--- src/rtl/mc_control_fsm_if.sv ---
// Control/status bundle between the multicycle RISC-V controller and its datapath.
// The controller side takes the master modport; the datapath (or a bench) takes slave.
interface mc_control_fsm_if #(
    parameter int ALUCTRL_W = 4
);
    logic [6:0]           op;
    logic [2:0]           funct3;
    logic                 funct7b5;
    logic                 Zero;
    logic                 Lt;
    logic                 Ltu;
    logic                 mem_ready;

    logic                 MemRead;
    logic                 MemWrite;
    logic                 AdrSrc;
    logic                 IRWrite;
    logic                 PCWrite;
    logic                 RegWrite;
    logic [1:0]           ResultSrc;
    logic [1:0]           ALUSrcA;
    logic [1:0]           ALUSrcB;
    logic [2:0]           ImmSrc;
    logic [ALUCTRL_W-1:0] ALUControl;
    logic                 trap;
    logic [3:0]           state_o;

    modport master (
        input  op, funct3, funct7b5, Zero, Lt, Ltu, mem_ready,
        output MemRead, MemWrite, AdrSrc, IRWrite, PCWrite, RegWrite,
               ResultSrc, ALUSrcA, ALUSrcB, ImmSrc, ALUControl, trap, state_o
    );

    modport slave (
        output op, funct3, funct7b5, Zero, Lt, Ltu, mem_ready,
        input  MemRead, MemWrite, AdrSrc, IRWrite, PCWrite, RegWrite,
               ResultSrc, ALUSrcA, ALUSrcB, ImmSrc, ALUControl, trap, state_o
    );
endinterface

--- src/rtl/mc_control_fsm.sv ---
// Multicycle RV32I main controller: fetch/decode/execute sequencing, ALU decode,
// memory-wait timeout and a sticky trap state for illegal opcodes or stalled memory.
module mc_control_fsm #(
    parameter int ALUCTRL_W   = 4,
    parameter int MEM_TIMEOUT = 16
) (
    input  logic             clk,
    input  logic             reset,
    mc_control_fsm_if.master bus
);

    generate
        if (ALUCTRL_W < 4) begin : g_bad_aluctrl_w
            $error("mc_control_fsm: ALUCTRL_W must be at least 4");
        end
        if ((MEM_TIMEOUT < 1) || (MEM_TIMEOUT > 255)) begin : g_bad_mem_timeout
            $error("mc_control_fsm: MEM_TIMEOUT must lie in 1..255");
        end
    endgenerate

    typedef enum logic [3:0] {
        S_FETCH    = 4'd0,
        S_DECODE   = 4'd1,
        S_MEMADR   = 4'd2,
        S_MEMREAD  = 4'd3,
        S_MEMWB    = 4'd4,
        S_MEMWRITE = 4'd5,
        S_EXECR    = 4'd6,
        S_EXECI    = 4'd7,
        S_ALUWB    = 4'd8,
        S_BRANCH   = 4'd9,
        S_JAL      = 4'd10,
        S_JALR1    = 4'd11,
        S_JALR2    = 4'd12,
        S_LUI      = 4'd13,
        S_AUIPC    = 4'd14,
        S_TRAP     = 4'd15
    } state_t;

    localparam logic [6:0] OP_LOAD   = 7'b0000011;
    localparam logic [6:0] OP_STORE  = 7'b0100011;
    localparam logic [6:0] OP_REG    = 7'b0110011;
    localparam logic [6:0] OP_IMM    = 7'b0010011;
    localparam logic [6:0] OP_BRANCH = 7'b1100011;
    localparam logic [6:0] OP_JAL    = 7'b1101111;
    localparam logic [6:0] OP_JALR   = 7'b1100111;
    localparam logic [6:0] OP_LUI    = 7'b0110111;
    localparam logic [6:0] OP_AUIPC  = 7'b0010111;

    localparam logic [3:0] ALU_ADD  = 4'd0;
    localparam logic [3:0] ALU_SUB  = 4'd1;
    localparam logic [3:0] ALU_AND  = 4'd2;
    localparam logic [3:0] ALU_OR   = 4'd3;
    localparam logic [3:0] ALU_XOR  = 4'd4;
    localparam logic [3:0] ALU_SLT  = 4'd5;
    localparam logic [3:0] ALU_SLTU = 4'd6;
    localparam logic [3:0] ALU_SLL  = 4'd7;
    localparam logic [3:0] ALU_SRL  = 4'd8;
    localparam logic [3:0] ALU_SRA  = 4'd9;

    localparam logic [2:0] IMM_I = 3'b000;
    localparam logic [2:0] IMM_S = 3'b001;
    localparam logic [2:0] IMM_B = 3'b010;
    localparam logic [2:0] IMM_J = 3'b011;
    localparam logic [2:0] IMM_U = 3'b100;

    localparam logic [1:0] SRCA_PC    = 2'b00;
    localparam logic [1:0] SRCA_OLDPC = 2'b01;
    localparam logic [1:0] SRCA_RS1   = 2'b10;
    localparam logic [1:0] SRCA_ZERO  = 2'b11;
    localparam logic [1:0] SRCB_RS2   = 2'b00;
    localparam logic [1:0] SRCB_IMM   = 2'b01;
    localparam logic [1:0] SRCB_FOUR  = 2'b10;
    localparam logic [1:0] RES_ALUOUT = 2'b00;
    localparam logic [1:0] RES_DATA   = 2'b01;
    localparam logic [1:0] RES_ALURES = 2'b10;

    // Last wait-cycle index before a stalled access is declared dead.
    localparam logic [7:0] WAIT_LAST = 8'(MEM_TIMEOUT - 1);

    state_t     state_reg, state_next;
    logic [7:0] wait_cnt_reg, wait_cnt_next;

    logic       mem_read, mem_write, adr_src;
    logic       ir_write, pc_write, reg_write;
    logic [1:0] result_src, alu_src_a, alu_src_b;
    logic [2:0] imm_src;
    logic [3:0] alu_code;
    logic       mem_state;
    logic       timed_out;
    logic       branch_cond;
    logic       branch_taken;
    logic       branch_legal;

    // sub_ok distinguishes R-type (funct7b5 picks sub) from I-type (only shifts use it).
    function automatic logic [3:0] alu_decode(input logic [2:0] f3, input logic f7b5,
                                              input logic sub_ok);
        logic [3:0] code;
        code = ALU_ADD;
        unique case (f3)
            3'b000:  code = (sub_ok && f7b5) ? ALU_SUB : ALU_ADD;
            3'b001:  code = ALU_SLL;
            3'b010:  code = ALU_SLT;
            3'b011:  code = ALU_SLTU;
            3'b100:  code = ALU_XOR;
            3'b101:  code = f7b5 ? ALU_SRA : ALU_SRL;
            3'b110:  code = ALU_OR;
            default: code = ALU_AND;
        endcase
        return code;
    endfunction

    assign mem_state = (state_reg == S_FETCH) || (state_reg == S_MEMREAD) ||
                       (state_reg == S_MEMWRITE);
    assign timed_out = !bus.mem_ready && (wait_cnt_reg == WAIT_LAST);

    // funct3[2:1] picks the flag, funct3[0] inverts it; 010/011 have no branch meaning.
    always_comb begin
        branch_cond = bus.Zero;
        unique case (bus.funct3[2:1])
            2'b10:   branch_cond = bus.Lt;
            2'b11:   branch_cond = bus.Ltu;
            default: branch_cond = bus.Zero;
        endcase
    end
    assign branch_legal = (bus.funct3[2:1] != 2'b01);
    assign branch_taken = branch_legal && (branch_cond ^ bus.funct3[0]);

    always_ff @(posedge clk or negedge reset) begin
        if (!reset) begin
            state_reg    <= S_FETCH;
            wait_cnt_reg <= 8'd0;
        end else begin
            state_reg    <= state_next;
            wait_cnt_reg <= wait_cnt_next;
        end
    end

    // Any state change clears the counter, which covers entry into every memory state.
    always_comb begin
        wait_cnt_next = wait_cnt_reg;
        if (state_next != state_reg) begin
            wait_cnt_next = 8'd0;
        end else if (mem_state && !bus.mem_ready) begin
            wait_cnt_next = wait_cnt_reg + 8'd1;
        end
    end

    always_comb begin
        state_next = state_reg;
        mem_read   = 1'b0;
        mem_write  = 1'b0;
        adr_src    = 1'b0;
        ir_write   = 1'b0;
        pc_write   = 1'b0;
        reg_write  = 1'b0;
        result_src = RES_ALUOUT;
        alu_src_a  = SRCA_PC;
        alu_src_b  = SRCB_RS2;
        imm_src    = IMM_I;
        alu_code   = ALU_ADD;

        // Outputs are gated by reset so an abandoned access drops its request at once.
        if (reset) begin
            unique case (state_reg)
                S_FETCH: begin
                    mem_read = 1'b1;
                    if (bus.mem_ready) begin
                        ir_write   = 1'b1;
                        pc_write   = 1'b1;
                        alu_src_b  = SRCB_FOUR;
                        result_src = RES_ALURES;
                        state_next = S_DECODE;
                    end else if (timed_out) begin
                        state_next = S_TRAP;
                    end
                end
                S_DECODE: begin
                    alu_src_a = SRCA_OLDPC;
                    alu_src_b = SRCB_IMM;
                    imm_src   = IMM_B;
                    unique case (bus.op)
                        OP_LOAD, OP_STORE: state_next = S_MEMADR;
                        OP_REG:            state_next = S_EXECR;
                        OP_IMM:            state_next = S_EXECI;
                        OP_BRANCH:         state_next = S_BRANCH;
                        OP_JAL:            state_next = S_JAL;
                        OP_JALR:           state_next = S_JALR1;
                        OP_LUI:            state_next = S_LUI;
                        OP_AUIPC:          state_next = S_AUIPC;
                        default:           state_next = S_TRAP;
                    endcase
                end
                S_MEMADR: begin
                    alu_src_a = SRCA_RS1;
                    alu_src_b = SRCB_IMM;
                    if (bus.op == OP_STORE) begin
                        imm_src    = IMM_S;
                        state_next = S_MEMWRITE;
                    end else begin
                        imm_src    = IMM_I;
                        state_next = S_MEMREAD;
                    end
                end
                S_MEMREAD: begin
                    mem_read = 1'b1;
                    adr_src  = 1'b1;
                    if (bus.mem_ready) begin
                        state_next = S_MEMWB;
                    end else if (timed_out) begin
                        state_next = S_TRAP;
                    end
                end
                S_MEMWRITE: begin
                    mem_write = 1'b1;
                    adr_src   = 1'b1;
                    if (bus.mem_ready) begin
                        state_next = S_FETCH;
                    end else if (timed_out) begin
                        state_next = S_TRAP;
                    end
                end
                S_MEMWB: begin
                    result_src = RES_DATA;
                    reg_write  = 1'b1;
                    state_next = S_FETCH;
                end
                S_EXECR: begin
                    alu_src_a  = SRCA_RS1;
                    alu_src_b  = SRCB_RS2;
                    alu_code   = alu_decode(bus.funct3, bus.funct7b5, 1'b1);
                    state_next = S_ALUWB;
                end
                S_EXECI: begin
                    alu_src_a  = SRCA_RS1;
                    alu_src_b  = SRCB_IMM;
                    alu_code   = alu_decode(bus.funct3, bus.funct7b5, 1'b0);
                    state_next = S_ALUWB;
                end
                S_ALUWB: begin
                    result_src = RES_ALUOUT;
                    reg_write  = 1'b1;
                    state_next = S_FETCH;
                end
                S_BRANCH: begin
                    alu_src_a  = SRCA_RS1;
                    alu_src_b  = SRCB_RS2;
                    alu_code   = ALU_SUB;
                    result_src = RES_ALUOUT;
                    pc_write   = branch_taken;
                    state_next = branch_legal ? S_FETCH : S_TRAP;
                end
                S_JAL, S_JALR2: begin
                    alu_src_a  = SRCA_OLDPC;
                    alu_src_b  = SRCB_FOUR;
                    result_src = RES_ALUOUT;
                    pc_write   = 1'b1;
                    imm_src    = IMM_J;
                    state_next = S_ALUWB;
                end
                S_JALR1: begin
                    alu_src_a  = SRCA_RS1;
                    alu_src_b  = SRCB_IMM;
                    imm_src    = IMM_I;
                    state_next = S_JALR2;
                end
                S_LUI, S_AUIPC: begin
                    alu_src_a  = (state_reg == S_LUI) ? SRCA_ZERO : SRCA_OLDPC;
                    alu_src_b  = SRCB_IMM;
                    imm_src    = IMM_U;
                    alu_code   = ALU_ADD;
                    state_next = S_ALUWB;
                end
                default: begin
                    state_next = S_TRAP;
                end
            endcase
        end
    end

    assign bus.MemRead    = mem_read;
    assign bus.MemWrite   = mem_write;
    assign bus.AdrSrc     = adr_src;
    assign bus.IRWrite    = ir_write;
    assign bus.PCWrite    = pc_write;
    assign bus.RegWrite   = reg_write;
    assign bus.ResultSrc  = result_src;
    assign bus.ALUSrcA    = alu_src_a;
    assign bus.ALUSrcB    = alu_src_b;
    assign bus.ImmSrc     = imm_src;
    assign bus.ALUControl = ALUCTRL_W'(alu_code);
    assign bus.trap       = reset && (state_reg == S_TRAP);
    assign bus.state_o    = state_reg;

endmodule

--- src/flat_wrapper.sv ---
// flat-port wrapper written by rule: the top's interface ports become plain ports
module mc_control_fsm_flat 
#(
    parameter int ALUCTRL_W   = 4,
    parameter int MEM_TIMEOUT = 16
)
  (clk, reset, bus_op, bus_funct3, bus_funct7b5, bus_Zero, bus_Lt, bus_Ltu, bus_mem_ready, bus_MemRead, bus_MemWrite, bus_AdrSrc, bus_IRWrite, bus_PCWrite, bus_RegWrite, bus_ResultSrc, bus_ALUSrcA, bus_ALUSrcB, bus_ImmSrc, bus_ALUControl, bus_trap, bus_state_o);
  mc_control_fsm_if #(.ALUCTRL_W(ALUCTRL_W)) bus_i ();
  input  logic clk;
  input  logic reset;
  input wire logic [$bits(bus_i.op)-1:0] bus_op;
  input wire logic [$bits(bus_i.funct3)-1:0] bus_funct3;
  input wire logic [$bits(bus_i.funct7b5)-1:0] bus_funct7b5;
  input wire logic [$bits(bus_i.Zero)-1:0] bus_Zero;
  input wire logic [$bits(bus_i.Lt)-1:0] bus_Lt;
  input wire logic [$bits(bus_i.Ltu)-1:0] bus_Ltu;
  input wire logic [$bits(bus_i.mem_ready)-1:0] bus_mem_ready;
  output wire logic [$bits(bus_i.MemRead)-1:0] bus_MemRead;
  output wire logic [$bits(bus_i.MemWrite)-1:0] bus_MemWrite;
  output wire logic [$bits(bus_i.AdrSrc)-1:0] bus_AdrSrc;
  output wire logic [$bits(bus_i.IRWrite)-1:0] bus_IRWrite;
  output wire logic [$bits(bus_i.PCWrite)-1:0] bus_PCWrite;
  output wire logic [$bits(bus_i.RegWrite)-1:0] bus_RegWrite;
  output wire logic [$bits(bus_i.ResultSrc)-1:0] bus_ResultSrc;
  output wire logic [$bits(bus_i.ALUSrcA)-1:0] bus_ALUSrcA;
  output wire logic [$bits(bus_i.ALUSrcB)-1:0] bus_ALUSrcB;
  output wire logic [$bits(bus_i.ImmSrc)-1:0] bus_ImmSrc;
  output wire logic [$bits(bus_i.ALUControl)-1:0] bus_ALUControl;
  output wire logic [$bits(bus_i.trap)-1:0] bus_trap;
  output wire logic [$bits(bus_i.state_o)-1:0] bus_state_o;
  assign bus_i.op = bus_op;
  assign bus_i.funct3 = bus_funct3;
  assign bus_i.funct7b5 = bus_funct7b5;
  assign bus_i.Zero = bus_Zero;
  assign bus_i.Lt = bus_Lt;
  assign bus_i.Ltu = bus_Ltu;
  assign bus_i.mem_ready = bus_mem_ready;
  assign bus_MemRead = bus_i.MemRead;
  assign bus_MemWrite = bus_i.MemWrite;
  assign bus_AdrSrc = bus_i.AdrSrc;
  assign bus_IRWrite = bus_i.IRWrite;
  assign bus_PCWrite = bus_i.PCWrite;
  assign bus_RegWrite = bus_i.RegWrite;
  assign bus_ResultSrc = bus_i.ResultSrc;
  assign bus_ALUSrcA = bus_i.ALUSrcA;
  assign bus_ALUSrcB = bus_i.ALUSrcB;
  assign bus_ImmSrc = bus_i.ImmSrc;
  assign bus_ALUControl = bus_i.ALUControl;
  assign bus_trap = bus_i.trap;
  assign bus_state_o = bus_i.state_o;
  mc_control_fsm #(.ALUCTRL_W(ALUCTRL_W), .MEM_TIMEOUT(MEM_TIMEOUT)) u_core (.clk(clk), .reset(reset), .bus(bus_i));
endmodule
--- config.mk ---
export PLATFORM = sky130hd
export DESIGN_NAME = mc_control_fsm_flat
export DESIGN_NICKNAME = d
export VERILOG_FILES = /design/src/rtl/mc_control_fsm_if.sv /design/src/rtl/mc_control_fsm.sv /design/src/flat_wrapper.sv
export SDC_FILE = /design/constraint.sdc
export NUM_CORES = 1
export LEC_CHECK = 0
export CAP_MARGIN = 25
export CORE_ASPECT_RATIO = 2
export CORE_MARGIN = 3
export CORE_UTILIZATION = 45
export DETAILED_ROUTE_END_ITERATION = 12
export GPL_TIMING_DRIVEN = 0
export PLACE_DENSITY = 0.83
export SLEW_MARGIN = 20
export SYNTH_ARGS = -nofsm -noshare
export SYNTH_HDL_FRONTEND = slang
export SYNTH_SLANG_ARGS = --single-unit
--- constraint.sdc ---
create_clock -name clk -period 3.7 [get_ports clk]
set_input_delay 0.74 -clock clk [delete_from_list [all_inputs] [get_ports clk]]
set_output_delay 0.74 -clock clk [all_outputs]
set_load 0.03 [all_outputs]
# Word-level counts from Yosys, hierarchy flattened
# Index checks and enable logic that the tools add are counted.
# op_classes
n_addsub	1
n_eq_ne	35
mux	42
bitwise_logic	1
reduce_logical	20
# op_table
operator	n
$pmux W4 S7	2
$pmux W4 S9	1
$eq A4 B4 Y1 const B	8
$pmux W4 S8	1
$mux W4	7
$eq A7 B6 Y1 const B	3
$eq A7 B7 Y1 const B	3
$eq A4 B3 Y1 const B	4
$mux W8	2
$mux W1	15
$eq A7 B5 Y1 const B	2
$pmux W2 S3	2
$pmux W3 S4	1
$pmux W4 S3	1
$reduce_or A2 Y1	6
$reduce_or A6 Y1	2
$mux W2	5
$eq A3 B3 Y1 const B	3
$add A8 B1 Y8 const B	1
$eq A4 B2 Y1 const B	2
$eq A8 B4 Y1 const B	1
$eq A7 B2 Y1 const B	1
$eq A3 B2 Y1 const B	2
$mux W3	2
17 further kinds	22
# totals
ff_bits	12
in_bits	17
out_inout_bits	24
wordCells	101

# Logic depth before layout (Yosys ltp)
# logic_depth
word_depth	8
mapped_depth	8
depth_no_buf	7

# Least setup slack after synthesis
# OpenSTA, ideal clock, no wires.
# synth_timing
path_type	register -> output
start	register u_core.state_reg[3], in the netlist u_core.bus.state_o[3]
end	output port bus_ALUControl[3]
arrival_ps	2136
t_required_ps	2960
setup_slack_ps	824
stages_incl_launch_ff	6
n_path_buf	3
path_cell_list	dfrtp_1 buf_6 buf_4 clkbuf_1 or3_1 nor3_1
# synth_between
elab_chain_cells	3
elab_cells_between_ends	5
cone_classes	eq/ne: 3; mux: 2
# synth_lines
item	line_no	text
from (decl)	mc_control_fsm.sv:81	state_t state_reg, state_next;
from (signal assigned)	mc_control_fsm.sv:134	state_reg <= state_next;
$eq A4 B4 Y1 / $eq A4 B3 Y1 (equally long branches)	mc_control_fsm.sv:165	unique case (state_reg)
$pmux W4 S3 (*)	mc_control_fsm.sv:165	
$mux W4 (*)	mc_control_fsm.sv:164	if (reset) begin
to (decl)	flat_wrapper.sv:28	output wire logic [$bits(bus_i.ALUControl)-1:0] bus_ALUControl;
# Every way passes the cells marked *; elsewhere a longest branch is shown, timed or not.

# Final worst setup path
# layout_timing
start	input port reset
end	output port bus_ALUControl[3]
# layout_between
elab_chain_cells	1
# layout_lines
item	line_no	text
from (decl)	flat_wrapper.sv:10	input logic reset;
$mux W4	mc_control_fsm.sv:164	
# Every way passes these cells.

==> flow_summary.yaml <==
yosys:
  ys.flop_type: "dfrtp_1"
  synth_edf_count: 0
  synth_area_leaders: "dfrtp_1 (20%), nor2_1 (5.3%), nor3_1 (5.1%), xor2_1 (4.7%), a21oi_1 (4.4%)"
  synth_nets: 211
  synth.ff_latch_count: 12
  ys_types: 57
  async_reset_ff_share_pct: 100
  yosysWarnings: 0
  ys_seq_area_share_pct: 20.4
  synth.largest_area_cell: "dfrtp_1"
  synth_area_per_cell_sq_um: 7.64
  syn_inst: 193
  synth_top_area_share_pct: 20.4
  syn_area_sq_um: 1480
layout:
  fin_nets: 251
  largest_reg_flops: 8
  diodes: 0
  fill_cells: 280
  drive_gt1_share_pct: 10.8
  area_growth_pct: 29.2
timing:
  fin_setup_tns_ns: 0
  rsz0062_at_grt: "false"
  slew_headroom_pct: 57.8
  finalCritPeriodShare_pct: 97.0
  max_freq_ghz: 0.279
  clock-skew-final_ns: 0.00310
  setup_viol: 0
  hold_viol: 0
  period_needed_ns: 3.59
  worst_pin_slew_ns: 0.628
  slew_violations: 0
die:
  core.rowCount: 28
  start_util_pct: 48.4
  io_pins: 41
  core_area_sq_um: 3050
  die_h_um: 87.0
  design.die.area_sq_um: 4040
  die_x_um: 46.5
global_route:
  grt_max_degree: 17
  grt_pass1_wl_um: 7010
  grt_pass1_vias: 1542
  antenna_found_initial: 0
  gr-total-overflow: 0
  grtUsageTotal_pct: 22.8
critical_path:
  path_cells: "clkdlybuf4s15_2 > inv_1 > clkbuf_1 > or3_1 > nor3_1 > clkdlybuf4s50_1"
  crit_type: "primary input to primary output"
  critPathLaunch: "reset"
  end_kind: "primary output"
  critPathSlowestCell: "clkdlybuf4s50_1"
  worst-r2r-cell-count: 7
  worstPathMaxFanout: 16
  rr_endpoint: "u_core.wait_cnt_reg[1]$_DFFE_PN0P_"
  startpoint_type: "primary input"
  slowest_delay_ns: 0.70
  arrival_ns: 2.85
  r2r_start: "u_core.bus.state_o[0]$_DFF_PN0_"
  r2r_slack_ns: 1.70
  crit_required_ns: 2.96
  cp.buffers_inverters: 4
  path_delay_family: "buffers and inverters"
clocking:
  clockBufferDepth: 2
  clock_latency_ns: 0.24
  clk_pin_slew_ns: 0.05
  cts_setup_buffers: 0
  hold_buffers: 0
  cts_root_buf: "clkbuf_8"
  h-tree-depth: 1
  cts_resized: 3
  numCtsBuffers: 3
  cts_tree: "done"
  clock-sinks: 12
pwr:
  power.total_uw: 1330
  power.density_nw_per_um2: 697
  p_leak_uw: 0.000701
  ir_worst_vdd_uv: 337
detailed_routing:
  drt_iter0_drc: 47
  wire_per_inst_um: 16.2
  routed_wl_um: 4220
  wl_met2_um: 2390
  drc: 0
  dr.max_layer_used: "met4"
  first_pass_iters: 4
  via_count: 1609
  wl_met3_um: 200
  wl_met1_um: 1480
  vias_per_cell: 6.16
  antenna_left: 0
min_path:
  holdCritPathClass: "primary input to asynchronous set/reset pin"
placed_design:
  place_congestion: 0.903
  dpl.hpwl_um: 3350
  io_buffers: 35
run:
  cap_violations: 0
outcome:
  status: "finished clean"
## kinds of logic after synthesis
logic type                 count (synthesis)  share of synthesized area (%)
muxes                                      3                           2.04
buffers and inverters                     22                           8.65
and+or+nand+nor                           99                           38.3
AOI/OAI and AO/OA                         41                           21.0
adders and majority gates                  1                          0.848
DFF                                       12                           20.4
xor gates and xnor gates                  15                           8.91
## cell type report
class | count | area, sq um | area share (%)
well taps | 30 | 37.5 | 1.97
clock buffers | 3 | 41.3 | 2.17
plain buffers | 17 | 109 | 5.71
flip-flops and latches | 12 | 300 | 15.8
multi-input cells | 159 | 1050 | 55.0
repair buffers | 35 | 352 | 18.5
inverters | 5 | 18.8 | 0.985
## metrics by stage
step	area, sq um	setup slack (ns)	instances	hold WS, ns	utilization, %
finish	1910	0.109	261	0.508	62.5
global route	1910	0.00490	261	0.516	62.5
CTS	1910	0.116	261	0.507	62.5
detailed placement	1860	-0.415	258	0.558	61.1
global placement	1860	-0.369	258	0.521	61.1
floorplan	1480	0.824	193	0.444	-
## worst max-delay path by stage
| stage | to | slack (ns) | cells after the start |
|---|---|---|---|
| floorplan | bus_ALUControl[3] | 0.82 | 5 |
| global placement | bus_ALUControl[3] | -0.37 | 6 |
| detailed placement | bus_ALUControl[3] | -0.42 | 6 |
| CTS | bus_ALUControl[3] | 0.12 | 6 |
| global route | bus_ALUControl[3] | 0.005 | 6 |
| finish | bus_ALUControl[3] | 0.11 | 6 |
## cells in the mapped netlist (2+ instances only)
cell / number
nor2_1: 21
nand2_1: 15
nor3_1: 15
a21oi_1: 13
dfrtp_1: 12
nand3_1: 12
xor2_1: 8
xnor2_1: 7
clkbuf_1: 6
and3_1: 5
buf_6: 4
inv_1: 4
buf_2: 3
buf_4: 3
mux2i_1: 3
nand2b_1: 3
nor2b_1: 3
nor4_1: 3
o211ai_1: 3
o21ai_0: 3
or3_1: 3
a211oi_1: 2
nand3b_1: 2
nand4_1: 2
nand4b_1: 2
nand4bb_1: 2
nor3b_1: 2
o21a_1: 2
o22a_1: 2
## placed cells by master, fill, tap and decap left out, drive strengths merged, types with 2 or more instances in the layout
master / netlist / final
clkdlybuf4s50: 0 / 34
nor2: 22 / 22
nand2: 15 / 15
nor3: 15 / 15
a21oi: 13 / 13
nand3: 12 / 12
dfrtp: 12 / 12
buf: 11 / 11
clkbuf: 6 / 9
xor2: 8 / 8
xnor2: 7 / 7
and3: 5 / 5
inv: 4 / 4
nor4: 4 / 4
nand2b: 3 / 3
nor2b: 3 / 3
or3: 3 / 3
o21ai: 3 / 3
o211ai: 3 / 3
mux2i: 3 / 3
nand4: 3 / 3
nor4b: 3 / 3
nand4b: 2 / 2
nand4bb: 2 / 2
nand3b: 2 / 2
nor3b: 2 / 2
o21a: 2 / 2
o22a: 2 / 2
a211oi: 2 / 2
a22o: 2 / 2
## power breakdown
group	switching [uW]	internal, uW
Clock	44.1	71.4
Sequential	31.0	158
Combinational	617	407
Total	692	636
## routing by layer
layer	GRT usage, %	up-vias
met1	24.3	742
met4	10.6	0
met5	0	-
li1	-	787
met2	41.6	63
met3	2.48	17
Note: power is estimated with default switching activity, not from simulation.
